[src/rtl/regfile_sb.sv]
// rtl/regfile_sb.sv - two-read/two-write register file with per-register busy scoreboard
// Optional macro REGFILE_SB_BYPASS_EN forwards same-cycle writes to the read ports.
module regfile_sb #(
    parameter int XLEN = 32,
    parameter int NREG = 32,
    localparam int AW  = $clog2(NREG)
) (
    input  logic            clk,
    input  logic            rst,
    input  logic [AW-1:0]   ra1,
    input  logic [AW-1:0]   ra2,
    output logic [XLEN-1:0] rd1,
    output logic [XLEN-1:0] rd2,
    output logic            rb1,
    output logic            rb2,
    input  logic            we0,
    input  logic            we1,
    input  logic [AW-1:0]   wa0,
    input  logic [AW-1:0]   wa1,
    input  logic [XLEN-1:0] wd0,
    input  logic [XLEN-1:0] wd1,
    input  logic            rsv_en,
    input  logic [AW-1:0]   rsv_addr,
    output logic [AW:0]     busy_cnt
);

    logic [XLEN-1:0] regs_q [NREG];
    logic [NREG-1:0] busy_q;
    logic [NREG-1:0] busy_d;
    logic [AW:0]     cnt_q;
    logic [AW:0]     cnt_d;

    // A reserve in the same cycle as a write wins: it names the newer producer.
    always_comb begin
        busy_d = busy_q;
        if (we0) busy_d[wa0] = 1'b0;
        if (we1) busy_d[wa1] = 1'b0;
        if (rsv_en) busy_d[rsv_addr] = 1'b1;
        busy_d[0] = 1'b0;
    end

    always_comb begin
        cnt_d = '0;
        for (int i = 0; i < NREG; i++) begin
            cnt_d = cnt_d + {{AW{1'b0}}, busy_d[i]};
        end
        if (cnt_d > (AW+1)'(NREG - 1)) begin
            cnt_d = (AW+1)'(NREG - 1);
        end
    end

    always_ff @(posedge clk) begin
        if (rst) begin
            for (int i = 0; i < NREG; i++) begin
                regs_q[i] <= '0;
            end
            busy_q <= '0;
            cnt_q  <= '0;
        end else begin
            if (we0 && wa0 != '0) regs_q[wa0] <= wd0;
            if (we1 && wa1 != '0) regs_q[wa1] <= wd1;
            busy_q <= busy_d;
            cnt_q  <= cnt_d;
        end
    end

    assign busy_cnt = cnt_q;

`ifdef REGFILE_SB_BYPASS_EN
    logic hit0_1, hit1_1, hit0_2, hit1_2;
    logic rsv_1, rsv_2;

    assign hit0_1 = we0 && (wa0 == ra1) && (ra1 != '0);
    assign hit1_1 = we1 && (wa1 == ra1) && (ra1 != '0);
    assign hit0_2 = we0 && (wa0 == ra2) && (ra2 != '0);
    assign hit1_2 = we1 && (wa1 == ra2) && (ra2 != '0);
    assign rsv_1  = rsv_en && (rsv_addr == ra1);
    assign rsv_2  = rsv_en && (rsv_addr == ra2);

    always_comb begin
        rd1 = hit1_1 ? wd1 : (hit0_1 ? wd0 : regs_q[ra1]);
        rd2 = hit1_2 ? wd1 : (hit0_2 ? wd0 : regs_q[ra2]);
        rb1 = (hit0_1 || hit1_1) ? rsv_1 : busy_q[ra1];
        rb2 = (hit0_2 || hit1_2) ? rsv_2 : busy_q[ra2];
    end
`else
    assign rd1 = regs_q[ra1];
    assign rd2 = regs_q[ra2];
    assign rb1 = busy_q[ra1];
    assign rb2 = busy_q[ra2];
`endif

endmodule
[config.mk]
export PLATFORM = sky130hd
export DESIGN_NAME = regfile_sb
export DESIGN_NICKNAME = d
export VERILOG_FILES = /design/src/rtl/regfile_sb.sv
export SDC_FILE = /design/constraint.sdc
export NUM_CORES = 2
export LEC_CHECK = 0
export BUFFER_PORTS_ARGS = -buffer_cell sky130_fd_sc_hd__buf_2
export CORE_MARGIN = 2
export CORE_UTILIZATION = 55
export CTS_BUF_LIST = sky130_fd_sc_hd__clkbuf_8
export CTS_CLUSTER_SIZE = 25
export DETAILED_ROUTE_END_ITERATION = 8
export HOLD_SLACK_MARGIN = 0.06
export PLACE_DENSITY_LB_ADDON = 0.1
export SYNTH_ARGS = -nofsm -noshare
export SYNTH_HDL_FRONTEND = slang
export SYNTH_SLANG_ARGS = --single-unit
[constraint.sdc]
create_clock -name clk -period 10.3 [get_ports clk]
set_input_delay 2.06 -clock clk [delete_from_list [all_inputs] [get_ports clk]]
set_output_delay 2.06 -clock clk [all_outputs]
set_load 0.01 [all_outputs]
==> results_dict.tcl <==
set metrics [dict create \
    rsz0062_at_grt "no" \
    drc 0 \
    antenna_found_initial 12 \
    cts.repair.resized 0 \
    postCtsSetupBuffers 0 \
    maxSlewHeadroom_pct 9.80 \
    wl_per_cell_um 43.5 \
    synth-adder-area-share_pct 0.920 \
    fp.coreArea_um2 107000 \
    hold_path_class "reg -> reg" \
    grt_max_degree 90 \
    yosysUniqueCellTypes 59 \
    critPathLaunchType "input pin" \
    min_to "busy_q[29]" \
    synth_top_area_cell "edfxtp_1" \
    synthSimpleGateAreaFrac_pct 3.34 \
    clk_latency_ns 0.90 \
    synth_top_family_by_area "multiplexers" \
    synth_top_area_share_pct 51.6 \
    fin_tns_setup_ns 0 \
    synth-edff-count 1024 \
    reg2reg_to "busy_cnt[4]" \
    first_pass_iters 8 \
    dieArea_um2 111000 \
    cts_root_buf "clkbuf_8" \
    area_delta_synth_final_pct 8.81 \
    yosys_warnings 0 \
    place_inst 5041 \
    vias_per_cell 8.35 \
    die_w_um 333 \
    worstPathCellList "buf_2 -> nor2b_1 -> nand2b_2 -> buf_4 -> o22ai_1 -> nor4_1 -> buf_2" \
    skew_ns 0.0140 \
    slowest_delay_ns 1.12 \
    cts.clk_slew.worst_paths_ns 0.06 \
    min_from "busy_q[29]" \
    worstMarginPinSlew_ns 1.35 \
    timing.critical_path.buf_inv 3 \
    cp_top_family "simple AND/OR/NAND/NOR gates" \
    grt_first_pass_wirelength_um 327000 \
    hold_viol 0 \
    ys.flop_type "edfxtp_1" \
    cts_buffer_depth 3 \
    report.final.slew_viol_count 0 \
    tritoncts "done" \
    syn_area_per_cell_um2 15.3 \
    port_buffers 165 \
    wirelength_um 234000 \
    crit_path_end_kind "output pin" \
    critPathArrivalTime_ns 5.35 \
    finalNetCount 3947 \
    n_fill_cell 8140 \
    power.density_nw_per_um2 155 \
    syn_inst 3896 \
    dpl.hpwl_um 131000 \
    globalplace.congestion 0.890 \
    synth_common_cells "edfxtp_1 (1024), a22o_1 (1003), mux4_2 (518), clkbuf_1 (405), o22ai_1 (260)" \
    synthXorXnorAreaFrac_pct 0.0294 \
    clock-sinks 1061 \
    crit_top_cell "buf_2" \
    yosysMostFrequentCell "edfxtp_1" \
    synth-compound-area-share_pct 18.6 \
    muxShareOfSynthArea_pct 19.9 \
    reg2reg_slack_ns 5.02 \
    synth_seq_cells 1061 \
    track_usage_pct 41.9 \
    fin_ws_ns 2.89 \
    hold_buffers 0 \
    numCtsBuffers 181 \
    yosysSeqAreaShare_pct 52.9 \
    required_ns 8.24 \
    status "finished clean" \
    ios 166 \
    vias 44857 \
    final_cell_count_no_fill 5373 \
    reg2reg_from "busy_q[8]" \
    cap_violations 0 \
    drive_gt1_share_pct 29.3 \
    netlist_area_um2 59600 \
    ant_nets 0 \
    whs_path_depth 2 \
    htree_num_levels 4 \
    setup_violations 0 \
    post-route-period-util_pct 71.9 \
    dp_slack_ns 2.08 \
    grt_overflow 0 \
    leakagePower_uw 0.0217 \
    synthArstFlopShare_pct 0 \
    grt_pass1_vias 44778 \
    synthTopCellsByArea "edfxtp_1 (52%), mux4_2 (20%), a22o_1 (15%)" \
    drtIter0Drc 7569 \
    rows 120 \
    worstRegToRegCells 15 \
    peakVddDrop_mv 0.126 \
    worstSetupPathType "in -> out" \
    start_util_pct 55.6 \
    fmax_mhz 135 \
    die_h_um 333 \
    period_minus_slack_ns 7.41 \
    critPathSlowestCell "nor4_1" \
    crit_path_max_fanout 20 \
]
metrics by stage:
step / area, um^2 / power, uW / hold slack, ns / utilization, %
2_1_floorplan: 59700 / 6000 / 0.510 / -
3_3_place_gp: 61500 / 6440 / 0.632 / 57.4
3_5_place_dp: 61500 / 6490 / 0.628 / 57.4
4_1_cts: 64800 / 10000 / 0.650 / 60.4
5_1_grt: 64800 / 10300 / 0.689 / 60.5
6_report: 64800 / 10000 / 0.636 / 60.5
cell families (layout without fill, tap and decap cells):
logic type                 Yosys count  in the layout
AOI/OAI and AO/OA                 1353           1353
other                                1             38
and+or+nand+nor                    302            302
buffers and inverters              611            648
adders and majority gates           30             30
DFF                               1061           1061
xor gates and xnor gates             2              2
muxes                              536            536
where the power goes:
group | leakage [uW] | total (uW) | internal (uW) | switching (uW)
combinational | 0.00975 | 1330 | 515 | 820
clock | 0.00186 | 3590 | 1770 | 1820
sequential | 0.0101 | 5110 | 4990 | 125
total | 0.0217 | 10000 | 7270 | 2770
routing by layer:
metal | vias up | wire length, um | GRT usage, % | part of all wire, %
li1 | 16692 | - | - | -
met1 | 22694 | 75000 | 51.4 | 32
met2 | 4479 | 106000 | 63.8 | 45
met3 | 986 | 35300 | 14.5 | 15
met4 | 6 | 17200 | 26.7 | 7.4
met5 | - | 32 | 0 | 0.014
worst max-delay path by stage:
stage | start | endpoint | slack (ns) | cells past startpoint
after floorplan | wa0[1] | busy_cnt[4] | 2.65 | 17
after global placement | wa0[1] | busy_cnt[4] | 2.07 | 17
after detailed placement | wa0[0] | busy_cnt[4] | 2.08 | 17
after CTS | we0 | busy_cnt[4] | 3.00 | 17
after global routing | we1 | busy_cnt[4] | 2.72 | 17
final | ra2[0] | rd2[13] | 2.89 | 7
area by class of cell:
type | instances | area (um^2) | area share (%)
flip-flops and latches | 1061 | 31500 | 48.6
multi-input cells | 2256 | 26200 | 40.4
clock buffers | 188 | 2590 | 3.99
repair buffers | 306 | 2050 | 3.17
well taps | 1403 | 1760 | 2.71
clock inverters | 137 | 689 | 1.06
inverters | 17 | 63.8 | 0.0984
diodes | 5 | 12.5 | 0.0193
flip-flops by register name, indices dropped and copies added (netlist names):
signal    count
regs_q     1024
busy_q       31
busy_cnt      6
worst reg2reg max path: stages (launching register included):
cell     delay [ns]
dfxtp_1        0.36
a22o_1         0.25
fa_1           0.55
inv_1          0.06
fa_1           0.50
fa_1           0.50
inv_1          0.06
fa_1           0.48
fa_1           0.55
fa_1           0.44
fa_1           0.43
fa_1           0.47
a21o_1         0.19
a21o_1         0.17
o21ai_0        0.06
a21oi_1        0.09
placed cells by master (no fill, tap or decap), types with 5 or more instances in the layout:
cell type	n
nor3b_1	8
nand2_2	6
conb_1	33
buf_12	7
inv_1	68
dfxtp_1	37
diode_2	5
nand3_1	9
o22ai_1	260
buf_2	160
mux4_2	518
a22oi_1	45
mux2_2	8
o21ai_4	14
ha_1	7
clkinv_2	14
nand3b_1	12
a311o_2	6
and3b_1	10
nor2_4	23
nor3_4	27
and3_1	7
nand4_1	6
fa_1	23
or3_2	9
nor2b_1	28
buf_4	133
a22o_1	1003
edfxtp_1	1024
nor3_2	8
clkinv_1	57
nor4_1	64
clkbuf_8	188
nor2_1	45
mux2i_1	10
or3b_1	5
Note: power is estimated with default switching activity, not from simulation.
